==> config.mk <==
export PLATFORM = sky130hd
export DESIGN_NAME = ring_measure_counter
export DESIGN_NICKNAME = d
export VERILOG_FILES = /design/src/rtl/ring_measure_pkg.sv /design/src/rtl/sync_edge_detect.sv /design/src/rtl/ring_measure_counter.sv
export SDC_FILE = /design/constraint.sdc
export NUM_CORES = 1
export LEC_CHECK = 0
export ABC_CLOCK_PERIOD_IN_PS = 2300
export BUFFER_PORTS_ARGS = -buffer_cell sky130_fd_sc_hd__buf_2
export CAP_MARGIN = 15
export CORE_ASPECT_RATIO = 1.4
export CORE_MARGIN = 10
export CORE_UTILIZATION = 51
export DETAILED_ROUTE_END_ITERATION = 8
export HOLD_SLACK_MARGIN = 0.02
export PLACE_DENSITY = 0.76
export SYNTH_ARGS = -nofsm -noshare
export SYNTH_HDL_FRONTEND = slang
export SYNTH_HIERARCHICAL = 1
export SYNTH_SLANG_ARGS = --single-unit
export TNS_END_PERCENT = 10
==> constraint.sdc <==
create_clock -name wb_clk_i -period 2.3 [get_ports wb_clk_i]
set_clock_uncertainty 0.05 [all_clocks]
set_input_delay 0.115 -clock wb_clk_i [delete_from_list [all_inputs] [get_ports wb_clk_i]]
set_output_delay 0.115 -clock wb_clk_i [all_outputs]
set_load 0.02 [all_outputs]
==> src/rtl/ring_measure_pkg.sv <==
// Shared types and constants for the ring-oscillator measurement counter.
package ring_measure_pkg;

    localparam int unsigned DEF_GATE_W = 16;
    localparam int unsigned DEF_CNT_W  = 32;
    localparam int unsigned ARM_CYCLES = 2;

    typedef enum logic [1:0] {
        IDLE  = 2'd0,
        ARM   = 2'd1,
        COUNT = 2'd2,
        HOLD  = 2'd3
    } ring_state_t;

    typedef enum logic {
        EDGE_RISE = 1'b0,
        EDGE_BOTH = 1'b1
    } edge_mode_t;

endpackage

==> src/rtl/sync_edge_detect.sv <==
// Two-flop synchroniser for an asynchronous level plus an edge-detect flop.
// Edge mode selects rising-only or both-edge pulses.
module sync_edge_detect
    import ring_measure_pkg::*;
(
    input  logic       i_clk,
    input  logic       i_rst_n,
    input  logic       i_async,
    input  edge_mode_t i_edge_mode,
    output logic       o_edge_c
);

    logic r_sync1;
    logic r_sync2;
    logic r_prev;
    logic w_rise;
    logic w_any;

    always_ff @(posedge i_clk) begin
        if (!i_rst_n) begin
            r_sync1 <= 1'b0;
            r_sync2 <= 1'b0;
            r_prev  <= 1'b0;
        end else begin
            r_sync1 <= i_async;
            r_sync2 <= r_sync1;
            r_prev  <= r_sync2;
        end
    end

    assign w_rise   = r_sync2 & ~r_prev;
    assign w_any    = r_sync2 ^ r_prev;
    assign o_edge_c = (i_edge_mode == EDGE_BOTH) ? w_any : w_rise;

endmodule

==> src/rtl/ring_measure_counter.sv <==
// Counts synchronised ring-oscillator edges over a programmable clock window
// and offers the saturating count on a valid/ready port.
// Define RING_COUNT_BOTH_EDGES_EN to count both edges instead of rising only.
module ring_measure_counter
    import ring_measure_pkg::*;
#(
    parameter int unsigned GATE_W = DEF_GATE_W,
    parameter int unsigned CNT_W  = DEF_CNT_W
) (
    input  logic              wb_clk_i,
    input  logic              wb_rst_n,
    input  logic              ring_in,
    input  logic              start,
    input  logic [GATE_W-1:0] gate_cycles,
    output logic              busy,
    output logic [CNT_W-1:0]  result,
    output logic              result_valid,
    input  logic              result_ready,
    output logic              overflow
);

    localparam int unsigned       ARM_CNT_W = 2;
    localparam logic [CNT_W-1:0]  CNT_MAX   = '1;

`ifdef RING_COUNT_BOTH_EDGES_EN
    localparam edge_mode_t EDGE_MODE = EDGE_BOTH;
`else
    localparam edge_mode_t EDGE_MODE = EDGE_RISE;
`endif

    ring_state_t          r_state;
    logic [ARM_CNT_W-1:0] r_arm_cnt;
    logic [GATE_W-1:0]    r_win;
    logic [CNT_W-1:0]     r_count;
    logic                 r_busy;
    logic                 r_valid;
    logic                 r_overflow;
    logic                 w_edge;
    logic                 w_sat;

    sync_edge_detect u_sync (
        .i_clk       (wb_clk_i),
        .i_rst_n     (wb_rst_n),
        .i_async     (ring_in),
        .i_edge_mode (EDGE_MODE),
        .o_edge_c    (w_edge)
    );

    assign w_sat = (r_count == CNT_MAX);

    // Control FSM; busy/valid are updated alongside each state change.
    always_ff @(posedge wb_clk_i) begin
        if (!wb_rst_n) begin
            r_state    <= IDLE;
            r_arm_cnt  <= '0;
            r_win      <= '0;
            r_count    <= '0;
            r_busy     <= 1'b0;
            r_valid    <= 1'b0;
            r_overflow <= 1'b0;
        end else begin
            case (r_state)
                IDLE: begin
                    if (start) begin
                        r_state    <= ARM;
                        r_busy     <= 1'b1;
                        r_arm_cnt  <= '0;
                        r_win      <= gate_cycles;
                        r_count    <= '0;
                        r_overflow <= 1'b0;
                    end
                end
                ARM: begin
                    r_arm_cnt <= r_arm_cnt + ARM_CNT_W'(1);
                    if (r_arm_cnt == ARM_CNT_W'(ARM_CYCLES - 1)) begin
                        if (r_win == '0) begin
                            r_state <= HOLD;
                            r_busy  <= 1'b0;
                            r_valid <= 1'b1;
                        end else begin
                            r_state <= COUNT;
                        end
                    end
                end
                COUNT: begin
                    // An edge arriving at saturation only flags overflow.
                    if (w_edge) begin
                        if (w_sat) begin
                            r_overflow <= 1'b1;
                        end else begin
                            r_count <= r_count + CNT_W'(1);
                        end
                    end
                    r_win <= r_win - GATE_W'(1);
                    if (r_win == GATE_W'(1)) begin
                        r_state <= HOLD;
                        r_busy  <= 1'b0;
                        r_valid <= 1'b1;
                    end
                end
                HOLD: begin
                    if (result_ready) begin
                        r_state <= IDLE;
                        r_valid <= 1'b0;
                    end
                end
                default: begin
                    r_state <= IDLE;
                    r_busy  <= 1'b0;
                    r_valid <= 1'b0;
                end
            endcase
        end
    end

    assign busy         = r_busy;
    assign result       = r_count;
    assign result_valid = r_valid;
    assign overflow     = r_overflow;

endmodule

==> flow_summary_export.csv <==
group,metric,value,unit
sta,fin_crit,2.19,ns
sta,setup_viol,0,
drt,drt_iter0_drc,213,
global_routing,grt_max_degree,27,
floorplanning,core-area,6480,sq um
setup_path,crit_buf_inv,3,
sta,max_freq,0.457,GHz
worst_hold_path,hold_path.class,"input port to register",
yosys,yosysUniqueCellTypes,59,
setup_path,crit_chain,"inv_1, ha_1, mux2_2, buf_4, a21oi_1, buf_4, or4_1, a21oi_1",
placed_design,port_buffers,55,
placed_design,pre_cts_slack,0.0862,ns
setup_path,critical_path.endpoint_type,"register",
pwr,p_leak,1.57,nW
setup_path,crit_type,"register to register",
sta,slew_violations,0,
clock_network,clkTransAtPathRegs,0.06,ns
sta,rsz0062_at_grt,"false",
global_routing,grt_pass1_vias,3504,
yosys,yosysWarnings,6,
drt,vias,3548,
clock_network,postCtsSetupBuffers,0,
clock_network,cts-root-buf,"clkbuf_8",
clock_network,cts_tree,"done",
finish,nets,518,
yosys,synth_nets,439,
floorplanning,start_util,0.519,
floorplanning,rows,35,
finish,stdcell_count,567,
finish,final_layout_size_suffix_gt1_frac,0.247,
placed_design,placed_cells,548,
drt,drc,0,
finish,diodes,0,
placed_design,gp_congestion,0.921,
clock_network,ctsHtreeMaxLevel,3,
clock_network,numCtsBuffers,9,
global_routing,grtUsageTotal,0.202,
clock_network,clock-sinks,58,
global_routing,antenna_found_initial,0,
yosys,async_flop_share,0,
yosys,netlist_instances,409,
placed_design,hpwl,7250,um
drt,dr.pass1.iters,4,
drt,routed_wl,9850,um
floorplanning,ios,56,
sta,relSlewSlack,0.647,
global_routing,grt_pass1_wl,16700,um
yosys,synth_edf_count,0,
floorplanning,dieHeight,116,um
floorplanning,die_area,10300,sq um
clock_network,clock_path_buffers,2,
clock_network,clkLatencyLatePin,0.35,ns
global_routing,overflow,0,
drt,via_per_inst,6.26,
setup_path,slowest_delay,0.48,ns
pwr,vdd_drop_max,496,uV
sta,hold_viol,0,
sta,post-route-period-util,0.952,
outcome,outcome,"finished clean",
yosys,avgSynthCellArea,8.23,sq um
sta,tns,0,ns
job,drv_cap,0,
pwr,power_density,964,nW/um^2
floorplanning,die_w,88.6,um
setup_path,path_delay_family,"buffers and inverters",
yosys,syn_area,3360,sq um
setup_path,cp.required,2.53,ns
sta,finalWorstSetupSlack,0.110,ns
yosys,ys_seq_area_frac,0.345,
finish,area_delta_synth_final,22.2,%
setup_path,crit_path_top_delay_cell,"or4_1",
sta,worst_pin_slew,0.516,ns
yosys,synth_seq_cells,58,
setup_path,critical_path.startpoint_type,"register",
setup_path,critPathArrivalTime,2.42,ns
setup_path,path_max_fanout,13,
yosys,synth_flop_cell,"dfxtp_1",
drt,ant_nets,0,
drt,routedWlPerCell,17.4,um
path summary, 6_finish.rpt:
check                 start        endpoint  slack (ns)  depth (start not counted)
min reg2reg  u_sync/r_sync1  u_sync/r_sync2        0.39                          1
min          gate_cycles[9]        r_win[9]        0.05                          4
max              r_state[0]       result[3]        0.11                          8
max reg2reg      r_state[0]       result[3]        0.11                          8
synth_stat cells, types with 10 or more instances:
cell      instances  area (sq um)
a21oi_1          35           175
clkbuf_1         12          45.0
dfxtp_1          58          1160
inv_1            20          75.1
mux2i_1          10           100
nand2_1          34           128
nand3_1          16          80.1
nand4_1          14          87.6
nor2_1           33           124
o21ai_0          14          70.1
o31ai_1          11          82.6
or4_1            14           105
power by group:
group,switching [mW],internal [mW]
logic,1.12,0.740
registers,0.133,1.14
clock network,0.410,0.416
total,1.66,2.30
metal layers:
layer	GRT usage	routed length, um
met1	0.233	4120
met2	0.340	4940
met3	0.0530	518
met4	0.0919	267
met5	0	0
worst min-delay path, stage by stage:
cell and delay (ns):
buf_2 0.07, nand2_1 0.04, o311a_1 0.11, nor2_1 0.07
final cells by class:
type	instances	area, sq um
repair buffers	91	569
multi-input cells	308	2050
fillers	589	2370
inverters	20	75.1
clock buffers	13	149
well taps	74	92.6
flip-flops and latches	58	1160
clock inverters	3	15.0
cells by family after synthesis:
logic type                 synth area share
AOI/OAI and AO/OA                     0.259
xor gates and xnor gates             0.0104
adders and majority gates            0.0335
buffers and inverters                0.0532
DFF                                   0.345
muxes                                0.0331
other                               0.00111
and+or+nand+nor                       0.264
state kept, by name, summed over array words and instances, names as in the netlist:
| signal | flops |
|---|---|
| r_win | 16 |
| r_state | 2 |
| overflow | 1 |
| u_sync/r_sync1 | 1 |
| u_sync/r_sync2 | 1 |
| u_sync/r_prev | 1 |
| result_valid | 1 |
| result | 32 |
| busy | 1 |
| r_arm_cnt | 2 |
placed cells by master, fill, tap and decap left out, types with 4 or more instances in the layout:
| cell | count |
|---|---|
| o221ai_1 | 4 |
| and2_1 | 5 |
| ha_1 | 9 |
| nor3_1 | 7 |
| a2111o_1 | 5 |
| nand4_1 | 14 |
| a31oi_1 | 9 |
| inv_1 | 20 |
| and4_1 | 6 |
| nand2b_1 | 4 |
| buf_2 | 55 |
| o31ai_1 | 11 |
| nor2_1 | 33 |
| o41ai_1 | 5 |
| a211oi_1 | 5 |
| or3_1 | 9 |
| a21oi_1 | 34 |
| nand2_1 | 32 |
| or4_1 | 14 |
| o21ai_0 | 14 |
| mux2i_1 | 10 |
| nand3_1 | 16 |
| xnor2_1 | 4 |
| clkbuf_8 | 10 |
| nor4_1 | 7 |
| buf_4 | 31 |
| dfxtp_1 | 57 |
stage by stage:
step	instance area (sq um)	power, mW	hold slack (ns)	utilization
after global placement	3890	3.03	0.266	0.600
after CTS	4080	3.91	0.0429	0.630
after detailed placement	3890	3.08	0.273	0.600
final	4110	3.96	0.0508	0.634
after global routing	4110	4.21	0.0532	0.634
after floorplan	3360	2.54	0.187	-
repair_timing:
item	CTS	global route
hold buffers	3	0
gates resized for setup	0	9
setup endpoints to repair	0	14
hold endpoints to repair	3	0
No activity file was read; power rests on OpenSTA's default activity.
